$ cat src/rtl/cla_add_arbiter_pkg.sv
`default_nettype none
// ---------------------------------------------------------------------------
// cla_pkg : shared constants and FSM state type for cla_add_arbiter.  Rev 1.0
// ---------------------------------------------------------------------------
package cla_pkg;

  localparam int SLICE_W = 4;
  localparam int ID_W    = 1;

  typedef enum logic [1:0] {
    IDLE = 2'd0,
    ADD  = 2'd1,
    DONE = 2'd2
  } state_e;

endpackage : cla_pkg
`default_nettype wire

$ cat src/rtl/cla_add_arbiter_cla4_slice.sv
`default_nettype none
// ---------------------------------------------------------------------------
// cla4_slice : 4-bit combinational carry-lookahead adder slice.     Rev 1.0
// ---------------------------------------------------------------------------
module cla4_slice
  import cla_pkg::*;
(
  input  logic [SLICE_W-1:0] a,
  input  logic [SLICE_W-1:0] b,
  input  logic               cin,
  output logic [SLICE_W-1:0] s,
  output logic               cout
);

  logic [SLICE_W-1:0] w_g;
  logic [SLICE_W-1:0] w_p;
  logic [SLICE_W-1:0] w_c;

  assign w_g = a & b;
  assign w_p = a ^ b;

  // Every carry is a flat sum of products of g/p and cin, no ripple path.
  assign w_c[0] = cin;
  assign w_c[1] = w_g[0] | (w_p[0] & cin);
  assign w_c[2] = w_g[1] | (w_p[1] & w_g[0]) | (w_p[1] & w_p[0] & cin);
  assign w_c[3] = w_g[2] | (w_p[2] & w_g[1]) | (w_p[2] & w_p[1] & w_g[0])
                | (w_p[2] & w_p[1] & w_p[0] & cin);
  assign cout   = w_g[3] | (w_p[3] & w_g[2]) | (w_p[3] & w_p[2] & w_g[1])
                | (w_p[3] & w_p[2] & w_p[1] & w_g[0])
                | (w_p[3] & w_p[2] & w_p[1] & w_p[0] & cin);

  assign s = w_p ^ w_c;

endmodule : cla4_slice
`default_nettype wire

$ cat src/rtl/cla_add_arbiter.sv
`default_nettype none
// ---------------------------------------------------------------------------
// cla_add_arbiter : two-client round-robin front end that runs WIDTH-bit
// additions through one shared 4-bit CLA slice, one slice per cycle. Rev 1.0
// ---------------------------------------------------------------------------
module cla_add_arbiter
  import cla_pkg::*;
#(
  parameter int WIDTH = 16
) (
  input  logic             clk,
  input  logic             rst_n,
  input  logic             req0_valid,
  output logic             req0_ready,
  input  logic [WIDTH-1:0] req0_a,
  input  logic [WIDTH-1:0] req0_b,
  input  logic             req1_valid,
  output logic             req1_ready,
  input  logic [WIDTH-1:0] req1_a,
  input  logic [WIDTH-1:0] req1_b,
  output logic             rsp_valid,
  input  logic             rsp_ready,
  output logic [ID_W-1:0]  rsp_id,
  output logic [WIDTH:0]   rsp_sum,
  output logic             busy
);

  localparam int NUM_SLICES = WIDTH / SLICE_W;
  localparam int IDX_W      = (NUM_SLICES > 1) ? $clog2(NUM_SLICES) : 1;

  state_e            state_q, state_d;
  logic [IDX_W-1:0]  idx_q, idx_d;
  logic              carry_q, carry_d;
  logic [WIDTH:0]    sum_q, sum_d;
  logic [WIDTH-1:0]  a_q, a_d, b_q, b_d;
  logic [ID_W-1:0]   id_q, id_d;
  logic [ID_W-1:0]   rr_last_q, rr_last_d;

  logic              gnt_any;
  logic [ID_W-1:0]   gnt_id;
  logic              idle;
  logic [SLICE_W-1:0] slice_a, slice_b, slice_s;
  logic              slice_cout;

  assign idle    = (state_q == IDLE);
  assign gnt_any = req0_valid | req1_valid;
  // On contention the requester that did not win last time goes first.
  assign gnt_id  = (req0_valid && req1_valid) ? ~rr_last_q
                 : (req1_valid ? ID_W'(1) : ID_W'(0));

  assign req0_ready = rst_n & idle & gnt_any & (gnt_id == ID_W'(0));
  assign req1_ready = rst_n & idle & gnt_any & (gnt_id == ID_W'(1));

  assign slice_a = a_q[int'(idx_q)*SLICE_W +: SLICE_W];
  assign slice_b = b_q[int'(idx_q)*SLICE_W +: SLICE_W];

  cla4_slice u_slice (
    .a    (slice_a),
    .b    (slice_b),
    .cin  (carry_q),
    .s    (slice_s),
    .cout (slice_cout)
  );

  always_comb begin
    state_d   = state_q;
    idx_d     = idx_q;
    carry_d   = carry_q;
    sum_d     = sum_q;
    a_d       = a_q;
    b_d       = b_q;
    id_d      = id_q;
    rr_last_d = rr_last_q;
    case (state_q)
      IDLE: begin
        if (gnt_any) begin
          a_d       = (gnt_id == ID_W'(1)) ? req1_a : req0_a;
          b_d       = (gnt_id == ID_W'(1)) ? req1_b : req0_b;
          id_d      = gnt_id;
          rr_last_d = gnt_id;
          idx_d     = '0;
          carry_d   = 1'b0;
          sum_d     = '0;
          state_d   = ADD;
        end
      end
      ADD: begin
        sum_d[int'(idx_q)*SLICE_W +: SLICE_W] = slice_s;
        carry_d = slice_cout;
        idx_d   = idx_q + IDX_W'(1);
        if (idx_q == IDX_W'(NUM_SLICES - 1)) begin
          sum_d[WIDTH] = slice_cout;
          state_d      = DONE;
        end
      end
      DONE: begin
        if (rsp_ready) state_d = IDLE;
      end
      default: state_d = IDLE;
    endcase
  end

  always_ff @(posedge clk or negedge rst_n) begin
    if (!rst_n) begin
      state_q   <= IDLE;
      idx_q     <= '0;
      carry_q   <= 1'b0;
      sum_q     <= '0;
      a_q       <= '0;
      b_q       <= '0;
      id_q      <= '0;
      rr_last_q <= ID_W'(1);
    end else begin
      state_q   <= state_d;
      idx_q     <= idx_d;
      carry_q   <= carry_d;
      sum_q     <= sum_d;
      a_q       <= a_d;
      b_q       <= b_d;
      id_q      <= id_d;
      rr_last_q <= rr_last_d;
    end
  end

  assign rsp_valid = (state_q == DONE);
  assign rsp_sum   = sum_q;
  assign rsp_id    = id_q;
  assign busy      = ~idle;

endmodule : cla_add_arbiter
`default_nettype wire

$ cat config.mk
export PLATFORM = sky130hd
export DESIGN_NAME = cla_add_arbiter
export DESIGN_NICKNAME = d
export VERILOG_FILES = /design/src/rtl/cla_add_arbiter_pkg.sv /design/src/rtl/cla_add_arbiter_cla4_slice.sv /design/src/rtl/cla_add_arbiter.sv
export SDC_FILE = /design/constraint.sdc
export NUM_CORES = 1
export LEC_CHECK = 0
export ABC_AREA = 1
export CAP_MARGIN = 20
export CORE_MARGIN = 3
export CORE_UTILIZATION = 52
export CTS_BUF_LIST = sky130_fd_sc_hd__clkbuf_4
export CTS_CLUSTER_SIZE = 16
export DETAILED_ROUTE_END_ITERATION = 10
export GPL_TIMING_DRIVEN = 0
export MAX_ROUTING_LAYER = met4
export PLACE_DENSITY = 0.88
export REMOVE_ABC_BUFFERS = 1
export SYNTH_ARGS = -nofsm -noshare
export SYNTH_HDL_FRONTEND = slang
export SYNTH_SLANG_ARGS = --single-unit
$ cat constraint.sdc
create_clock -name clk -period 6.8 [get_ports clk]
set_clock_uncertainty 0.1 [all_clocks]
set_input_delay 1.36 -clock clk [delete_from_list [all_inputs] [get_ports clk]]
set_output_delay 1.36 -clock clk [all_outputs]
set_load 0.1 [all_outputs]
==> reports/results.ini <==
[global_route]
grt_max_degree=44
antenna_found_initial=0
grtUsageTotal_pct=22.95
grt_pass1_vias=2797
globalRouteOverflowTotal=0
grt_first_pass_wirelength_mm=11.76

[die]
die_h_microns=81.93
row_count=27
core_sq_um=5540
boundaryPins=91
die_width_microns=81.93
die-area_sq_um=6713
initial_core_util_pct=54.11

[sta]
hold_viol_final=0
relSlewSlack_pct=33.84
drv_slew=0
rsz0062_at_grt=false
worst_pin_slew_ns=0.9892
min_period_ns=5.537
period_share_pct=81.42
clock.fmax_mhz=180.6
finalSetupViolCount=0
setup_tns_ns=0

[routing]
drt_iter0_markers=198
viasPerCell=5.229
drtAntennaViolNets=0
vias=2813
totalWireLength_mm=7.049
firstDrtPassIters=5
drc_errors=0
post_drt_wl_per_cell_microns=13.10

[clock_tree]
clock_sinks=56
ctsResizeCount=0
cts_max_level=2
insertion_delay_ns=0.38
cts_root_buf=clkbuf_4
postCtsHoldBufs=0
cts_tree=yes
clk_pin_slew_ns=0.14
cts_setup_buffers=0
numCtsBuffers=5
clk_path_buf_depth=2

[hold_path]
hold_path_class=flop to flop
min_from=rr_last_q

[yosys]
synthMostInstantiatedCell=o21ai_1
ys_seq_area_share_pct=46.79
synth_largest_area_cell=dfrtp_1
synthCells=383
yosysUniqueCellTypes=30
synth_area_sq_um=2998
synth.area.top_cells=dfrtp_1, o21ai_1, nand2_1
ys_warn_count=0
synth_edf_count=0
ys_ff_latch=56
avgSynthCellArea_sq_um=7.827
synth_top_area_share_pct=45.91
synth_flop_cell=dfrtp_1
netlist_top_cells_count=o21ai_1, nand2_1, dfrtp_1
synthArstFlopShare_pct=100.0

[pwr]
power_density_nw_per_um2=530.9
finalPower_w=0.002118
vdd_ir_drop_max_mv=0.2659
power.leakage_nw=1.755

[layout]
final_area_sq_um=3990
syn_to_final_growth_pct=33.10
stdcell_count=538
drive_gt1_share_pct=6.652
n_antenna_cell=0
fillerInstances=460
fin_nets=543

[setup_path]
path_cells=clkdlybuf4s50_1, nand2_1, nand2_1, inv_2, nand2_1, nor2_1, clkdlybuf4s50_1
cp_common_cell=nand2_1
crit_path_start_kind=input pin
crit_path_end_kind=primary output
required_ns=5.34
path_buf_inv=3
startpoint=req0_valid
cp.arrival_ns=4.08
path_class=input pin to primary output
cp_top_family=buffers and inverters
cpMaxStageDelayCell=clkdlybuf4s50_1
critPathMaxStageDelay_ns=1.14
crit_path_max_fanout=34
r2r-start=idx_q[0]

[placed_design]
gp_congestion=0.8523
portBuffers=90
dpl_cell_area_sq_um=3902
placedCellCount=529
hpwl_mm=5.073

[status]
status=finished, final reports clean

[run]
maxCapViolations=0

[kinds of logic after synthesis]
family | count (synthesis) | share of synthesized area (%)
AND/OR/NAND/NOR | 157 | 22.04
AO/OA/AOI/OAI | 112 | 19.62
flip-flops | 56 | 46.79
buffers and inverters | 48 | 7.262
adder cells (fa/ha/maj) | 9 | 4.007
XOR/XNOR | 1 | 0.2922
[final timing paths]
| path | to | slack, ns | depth (start not counted) |
|---|---|---|---|
| worst max register to register | rsp_sum[11] | 3.82 | 11 |
| worst min-delay path | rr_last_q | 0.38 | 2 |
| worst min register to register | rr_last_q | 0.38 | 2 |
| max in group asynchronous | idx_q[1] | 5.27 | 2 |
| worst max-delay path | req1_ready | 1.26 | 7 |
| min in group asynchronous | rsp_id | 0.79 | 1 |
[state kept, by name, indices dropped and copies added (netlist names)]
signal	count
rsp_sum	17
a_q	16
b_q	16
idx_q	2
state_q	2
carry_q	1
rr_last_q	1
rsp_id	1
[layout make-up]
class                      count  area, sq um  share of cell area, %
inverter                      31        116.4                  2.916
multi-input combinational    279         1378                  34.52
clock buffer                   8        60.06                  1.505
tap                           72        90.09                  2.258
timing repair buffer          92        943.4                  23.64
sequential                    56         1403                  35.15
[routing by layer]
layer | routed length [microns] | track usage, %
met1 | 3113 | 26.00
met2 | 3526 | 41.20
met3 | 340 | 4.276
met4 | 68 | 6.478
met5 | 0 | -
[report_power, final]
group | internal, W | switching [W]
sequential | 0.000483 | 0.000112
clock | 0.0000534 | 0.0000956
combinational | 0.000426 | 0.000949
total | 0.000962 | 0.00116
[stage by stage]
stage | util (%) | setup slack [ns] | hold slack (ns)
floorplan | - | 0.8832 | 0.3440
global placement | 70.17 | 0.1296 | 0.3524
detailed placement | 70.44 | 0.5852 | 0.3654
CTS | 71.52 | 0.5911 | 0.3891
global route | 72.02 | 1.066 | 0.4067
finish | 72.02 | 1.263 | 0.3849
[worst min-delay path: stages, from the launching register on]
cell	delay, ns
dfstp_2	0.40
nand2_1	0.05
nand2_1	0.05
[placed cells by master, fill, tap and decap left out, types with 7 or more instances in the layout]
| cell type | instances |
|---|---|
| dfrtp_1 | 55 |
| clkdlybuf4s50_1 | 89 |
| nand2_1 | 74 |
| o21ai_0 | 23 |
| ha_1 | 8 |
| nor2_1 | 53 |
| clkbuf_4 | 8 |
| inv_2 | 7 |
| nand3_1 | 13 |
| o22ai_1 | 8 |
| o21ai_1 | 75 |
| inv_1 | 23 |
No activity file was read; power rests on OpenSTA's default activity.
